File: src/rtl/z_run_pkg.sv
// z_run_pkg: shared state, record type and default sizes for the z run-length encoder
package z_run_pkg;
  localparam int DEF_LEN_W = 8;
  localparam int DEF_DEPTH = 4;
  localparam int DEF_DROP_W = 8;
  typedef enum logic {IDLE, RUN} state_t;
  typedef struct packed {
    logic [DEF_LEN_W-1:0] len;
    logic sat;
  } record_t;
endpackage

File: src/rtl/z_run_fifo.sv
// z_run_fifo: sync FIFO with wrap-bit pointers; a push while full is accepted only alongside a pop
module z_run_fifo #(
  parameter int W = 9,
  parameter int DEPTH = 4
) (
  input  logic         clk,
  input  logic         resetn,
  input  logic         push,
  input  logic         pop,
  input  logic [W-1:0] din,
  output logic         full,
  output logic         empty,
  output logic [W-1:0] dout
);
  localparam int AW = $clog2(DEPTH);
  logic [AW:0] wr_ptr, rd_ptr;
  logic [W-1:0] mem [DEPTH];
  logic wr_en, rd_en;
  assign empty = wr_ptr == rd_ptr;
  assign full = (wr_ptr ^ rd_ptr) == {1'b1, {AW{1'b0}}};
  assign wr_en = push && (!full || pop);
  assign rd_en = pop && !empty;
  assign dout = empty ? '0 : mem[rd_ptr[AW-1:0]];
  always_ff @(posedge clk or negedge resetn)
    if (!resetn) begin
      wr_ptr <= '0;
      rd_ptr <= '0;
    end else begin
      if (wr_en) wr_ptr <= wr_ptr + 1'b1;
      if (rd_en) rd_ptr <= rd_ptr + 1'b1;
    end
  always_ff @(posedge clk)
    if (wr_en) mem[wr_ptr[AW-1:0]] <= din;
endmodule

File: src/rtl/z_run_encoder.sv
// z_run_encoder: measures high runs of z over valid samples and queues {len, sat} records
module z_run_encoder
  import z_run_pkg::*;
#(
  parameter int LEN_W = DEF_LEN_W,
  parameter int DEPTH = DEF_DEPTH,
  parameter int DROP_W = DEF_DROP_W
) (
  input  logic              clk,
  input  logic              resetn,
  input  logic              in_valid,
  input  logic              z,
  output logic              out_valid,
  input  logic              out_ready,
  output logic [LEN_W-1:0]  out_len,
  output logic              out_sat,
  output logic [DROP_W-1:0] drop_cnt,
  output logic              busy
);
  localparam logic [LEN_W-1:0] MAX = '1;
  state_t state, state_nx;
  logic [LEN_W-1:0] len, len_nx;
  logic sat, sat_nx, push, pop, full, empty;
  always_ff @(posedge clk or negedge resetn)
    if (!resetn) begin
      state <= IDLE;
      len <= '0;
      sat <= 1'b0;
    end else if (in_valid) begin
      state <= state_nx;
      len <= len_nx;
      sat <= sat_nx;
    end
  always_comb begin
    state_nx = state;
    len_nx = len;
    sat_nx = sat;
    if (state == IDLE) begin
      if (z) begin
        state_nx = RUN;
        len_nx = LEN_W'(1);
        sat_nx = 1'b0;
      end
    end else if (z) begin
      len_nx = (len == MAX) ? MAX : len + 1'b1;
      sat_nx = sat || (len_nx == MAX);
    end else begin
      state_nx = IDLE;
    end
  end
  assign push = in_valid && state == RUN && !z;
  assign pop = out_valid && out_ready;
  assign out_valid = !empty;
  assign busy = state == RUN;
  // a record is lost only when the FIFO is full and nothing leaves on the same edge
  always_ff @(posedge clk or negedge resetn)
    if (!resetn) drop_cnt <= '0;
    else if (push && full && !pop && drop_cnt != '1) drop_cnt <= drop_cnt + 1'b1;
  z_run_fifo #(.W(LEN_W + 1), .DEPTH(DEPTH)) u_fifo (
    .clk(clk),
    .resetn(resetn),
    .push(push),
    .pop(pop),
    .din({len, sat}),
    .full(full),
    .empty(empty),
    .dout({out_len, out_sat})
  );
endmodule

File: config.mk
export PLATFORM = sky130hd
export DESIGN_NAME = z_run_encoder
export DESIGN_NICKNAME = d
export VERILOG_FILES = /design/src/rtl/z_run_pkg.sv /design/src/rtl/z_run_fifo.sv /design/src/rtl/z_run_encoder.sv
export SDC_FILE = /design/constraint.sdc
export NUM_CORES = 1
export LEC_CHECK = 0
export CORE_MARGIN = 2
export CORE_UTILIZATION = 50
export CTS_CLUSTER_SIZE = 16
export DETAILED_ROUTE_END_ITERATION = 10
export PLACE_DENSITY = 0.73
export SLEW_MARGIN = 20
export SYNTH_ARGS = -nofsm -noshare
export SYNTH_HDL_FRONTEND = slang
export SYNTH_SLANG_ARGS = --single-unit
File: constraint.sdc
create_clock -name clk -period 1.7 [get_ports clk]
set_input_delay 0.34 -clock clk [delete_from_list [all_inputs] [get_ports clk]]
set_output_delay 0.34 -clock clk [all_outputs]
set_load 0.05 [all_outputs]
Word-level counts from Yosys, hierarchy flattened. Memory sizes are Yosys's and may differ from the RTL's. Index checks and enable logic that the tools add are counted.

Memories: 1. Register bits after elaboration: 24. Bits in writable memories: 36. Output and inout bits: 19. Word-level logic and storage cells: 43. Input port bits: 5.

Muxes and demuxes: 11. Reduce and logical (&&, ||, !) cells: 15. Eq/ne operators: 5. Bitwise gates (word level): 1. $add $sub $neg: 4.

Memory list: u_fifo.mem (depth 4, width 9, rd ports 1, clocked after Yosys merged registers in 0, write ports 1, RTL line z_run_fifo.sv:17) `logic [W-1:0] mem [DEPTH];`.

Operators by type and width (count): 8-bit 2-to-1 mux (4); 8-bit by 1-bit adder with 8-bit output (second input constant) (2); 8-bit == test (second input constant) (2); 9-bit 2-to-1 mux (1); 1-bit logical AND (8); 8-bit inequality test (second input constant) (1); 3-bit by 1-bit adder with 3-bit output (second input constant) (2); 1-bit 2-to-1 mux (6); 1-bit zero test (4); 3-bit == test (1); 3-bit == test (second input constant) (1); 3-bit XOR (1); 1-bit logical OR (2); 2-bit AND reduction (1).

Longest topological paths before layout.
Depth in word-level cells: 7. Mapped depth: 5. Mapped depth without buffers: 5.

Hierarchy. From an unflattened synthesis, not the netlist that was laid out.

Cell total of the unflattened synthesis: 190. Area total of the unflattened synthesis: 2748.9 µm².

By module, submodules not included: z_run_fifo (cells each 91, sequential area each 1231.2 µm², area an instance 1785.5 µm², instances 1); z_run_encoder (cells each 99, sequential area each 450.4 µm², area an instance 963.4 µm², instances 1).

Least setup slack after synthesis. Ideal clock, no wire load.

Kind: flip-flop to output port. Start: reg u_fifo.wr_ptr[2]. End: out out_len[0]. Path slack: -492 ps. Required time: 1360 ps. Path buffers: 1. Arrival: 1852 ps. Stages on the path, launching flop included: 5. Cells stage by stage: dfrtp_1 -> xor2_2 -> nand3b_1 -> clkbuf_1 -> and2_1.

Cells in the longest elaborated chain, start to end: 2.

RTL lines: start, declared (RTL line z_run_fifo.sv:16) `logic [AW:0] wr_ptr, rd_ptr;`; start signal, assigned (RTL line z_run_fifo.sv:29) `if (wr_en) wr_ptr <= wr_ptr + 1'b1;`; 3-bit == test (RTL line z_run_fifo.sv:19) `assign empty = wr_ptr == rd_ptr;`; 9-bit 2-to-1 mux (RTL line z_run_fifo.sv:23) `assign dout = empty ? '0 : mem[rd_ptr[AW-1:0]];`; end, declared (RTL line z_run_encoder.sv:15) `output logic [LEN_W-1:0] out_len,`.

Every way passes these cells.

Final worst setup path.
Start: reg u_fifo.rd_ptr[0]. End: out out_len[3].

Cells in the longest elaborated chain, start to end: 2. Elaborated cells between the ends (all ways): 3. Classes of those cells: eq/ne: 1; mux: 1; memory: 1.

RTL lines: start, declared (RTL line z_run_fifo.sv:16); start signal, assigned (RTL line z_run_fifo.sv:30) `if (rd_en) rd_ptr <= rd_ptr + 1'b1;`; memory 4 x 9 bit or 3-bit == test (tied branches); 9-bit 2-to-1 mux * (RTL line z_run_fifo.sv:23).

Mark *: on every way between the ends. The rest lies on a longest branch, timed or not.

==> impl_metrics.env <==
export IMPL_unrepaired_setup_endpoints_after_global_routing="yes"
export IMPL_place_congestion=0.944
export IMPL_nNetsFinal=248
export IMPL_cts_tree="yes"
export IMPL_detail_route_first_pass_iterations=4
export IMPL_fp_dieH_microns=77.1
export IMPL_placement_setup_worst_slack_ns=-0.238
export IMPL_combinationalPowerShare_pct=51.8
export IMPL_final_hold_violating_endpoints=0
export IMPL_diodes=0
export IMPL_clk_root_buffer_cell="clkbuf_8"
export IMPL_netlist_cell_type_count=34
export IMPL_placement_rows=26
export IMPL_yosysTopAreaCell="edfxtp_1"
export IMPL_most_common_cell_in_the_netlist="edfxtp_1"
export IMPL_buffer_ports_inserted=23
export IMPL_postSynth_topFlopCell="edfxtp_1"
export IMPL_die_width_microns=77.1
export IMPL_ys_ff_latch=60
export IMPL_timing_critical_path_cells="clkbuf_16 > xnor2_2 > nand3b_1 > buf_6 > and2_4 > buf_12"
export IMPL_run_status="complete, but fails checks"
export IMPL_mappedNetlistArea_sq_um=2670
export IMPL_final_slew_violations=0
export IMPL_synth_yosys_warnings=0
export IMPL_finalCritPeriodShare_pct=120
export IMPL_p_int_mw=4.11
export IMPL_grt_pass1_vias=1769
export IMPL_timing_hold_worst_class="in2async"
export IMPL_synthesis_instances=189
export IMPL_drt_vias_per_instance=5.71
export IMPL_place_detailed_instances=288
export IMPL_clock_latency_ns=0.33
export IMPL_worst_setup_path_end_kind="primary output"
export IMPL_fp_dieArea_sq_um=5950
export IMPL_clock_skew_ns=0.00759
export IMPL_remaining_drc_errors=0
export IMPL_number_of_sinks_on_the_clock_net=60
export IMPL_criticalPathCategory="reg2out"
export IMPL_clock_path_buffers=2
export IMPL_critical_path_max_fanout=11
export IMPL_cp_top_family="buffers and inverters"
export IMPL_r2r_cells=6
export IMPL_vdd_ir_drop_max_uv=937
export IMPL_numCtsBuffers=9
export IMPL_worst_path_largest_cell_delay_ns=0.44
export IMPL_route_antenna_remaining_nets=0
export IMPL_actual_transition_at_the_worst_max_transition_pin_ns=0.496
export IMPL_clock_tree_htree_level_count=3
export IMPL_power_switching_share_pct=36.1
export IMPL_switching_power_mw=2.33
export IMPL_r2r_start="u_fifo.rd_ptr[0]"
export IMPL_initial_core_util_pct=52.0
export IMPL_violations="setup timing"
export IMPL_number_of_nets_in_the_synthesized_netlist=201
export IMPL_maxCapViolations=0
export IMPL_cp_depth=6
export IMPL_boundaryPins=24
export IMPL_cp_buffers_inverters=3
export IMPL_syn_area_per_cell_sq_um=14.1
export IMPL_timing_final_crit_period_ns=2.04
export IMPL_hold_buffers=0
export IMPL_wire_per_inst_microns=17.2
export IMPL_power_share_clock_pct=18.8
export IMPL_timing_critical_path_slowest_stage_cell="dfrtp_2"
export IMPL_place_detailed_hpwl_mm=3.58
export IMPL_grt_pass1_wl_mm=8.66
export IMPL_critical_path_launch_point="u_fifo.rd_ptr[0]"
export IMPL_setup_tns_final_ns=-6.98
export IMPL_synth_async_reset_ratio_pct=40.0
export IMPL_path_clk_slew_ns=0.07
export IMPL_grt_antenna_before_repair=0
export IMPL_grt_max_degree=25
export IMPL_flow_area_growth_from_synthesis_pct=32.8
export IMPL_power_density_nw_per_um2=1810
export IMPL_final_cell_count_no_fill=311
export IMPL_post_synth_most_frequent_cells="edfxtp_1 (36), dfrtp_1 (24), and2_1 (15)"
export IMPL_drt_initial_drc_count=169
export IMPL_relSlewSlack_pct=66.9
export IMPL_routed_via_count=1777
export IMPL_synthTopCellsByArea="edfxtp_1 (40%), dfrtp_1 (22%), mux4_2 (7.6%)"
export IMPL_edff_count_synth=36
export IMPL_max_freq_ghz=0.491
export IMPL_grt_overflow=0
export IMPL_power_share_sequential_pct=29.5
export IMPL_core_sq_um=5140
export IMPL_timing_critical_path_from_type="flip-flop"
export IMPL_synth_yosys_seq_area_share_pct=62.9
export IMPL_worst_ep_required_time_ns=1.36
export IMPL_critPathArrivalTime_ns=1.70
export IMPL_setup_violations=56
export IMPL_layout_setup_ws_ns=-0.338
export IMPL_synth_top_area_share_pct=40.4
export IMPL_hold_worst_slack_ns=0.366
export IMPL_leakage_nw=1.42
export IMPL_postRouteWirelength_mm=5.35
export IMPL_global_route_usage_total_pct=19.0
export IMPL_final_layout_size_suffix_gt1_share_pct=40.7
==> what timing repair did <==
action                     CTS  global route
cloned                       0             2
setup endpoints to repair   53            61
pin swaps                    2            11
hold endpoints to repair     0             0
setup buffers                1             4
resized for setup            9            10
==> layout by cell type (no fill, tap or decap), types with 9 or more instances in the layout <==
cell type / count
and2_4: 13
buf_12: 13
buf_4: 23
clkbuf_8: 9
dfrtp_1: 20
edfxtp_1: 36
mux4_2: 9
nand2_1: 9
o21ai_0: 11
==> stage by stage <==
step | util (%) | total power [mW] | cell area, sq um
detailed placement | 62.7 | 5.01 | 3220
global placement | 62.7 | 4.93 | 3220
finish | 69.1 | 6.43 | 3550
CTS | 67.0 | 6.25 | 3440
global route | 69.1 | 6.71 | 3550
floorplan | - | 3.73 | 2730
==> registers in the layout (all words and copies together) (netlist names) <==
name           flops
len                8
u_fifo.rd_ptr      3
busy               1
drop_cnt           8
u_fifo.mem        36
u_fifo.wr_ptr      3
sat                1
==> path summary, 6_finish.rpt <==
path                               endpoint  slack [ns]
worst max-delay path             out_len[3]       -0.34
worst min-delay path            drop_cnt[2]        0.37
worst max register to register  drop_cnt[1]       -0.22
worst min register to register  drop_cnt[0]        0.50
max in group asynchronous       drop_cnt[1]        1.07
min in group clk                drop_cnt[0]        0.50
==> kinds of logic after synthesis <==
logic type | after synthesis | synth area share [%]
mux | 11 | 8.42
compound gates | 31 | 7.30
xor+xnor | 15 | 5.19
flops | 60 | 62.9
buf+inv | 13 | 1.96
simple gates | 52 | 10.9
fa+ha+maj | 7 | 3.28
==> area by class of cell <==
type,count,area [sq um]
Fill cell,371,1590
Tap cell,70,87.6
Timing Repair Buffer,42,509
Sequential cell,60,1690
Inverter,6,22.5
Clock buffer,11,131
Clock inverter,5,52.6
Multi-Input combinational cell,117,1060
==> power groups by stage <==
stage,Sequential [mW],Combinational (mW),Clock (mW)
floorplan,1.95,1.78,0
CTS,1.88,3.15,1.23
finish,1.90,3.33,1.21
detailed placement,1.91,3.10,0
global route,1.92,3.51,1.28
global placement,1.89,3.04,0
==> layer usage <==
| layer | up-vias | share of wire (%) | wire length (microns) | track usage, % |
|---|---|---|---|---|
| met4 | 0 | 2.1 | 115 | 10.2 |
| met1 | 890 | 42 | 2250 | 24.8 |
| li1 | 812 | - | - | - |
| met2 | 64 | 51 | 2720 | 29.6 |
| met5 | - | 0 | 0 | 0 |
| met3 | 11 | 5.0 | 268 | 4.35 |
Note: power is estimated with default switching activity, not from simulation.
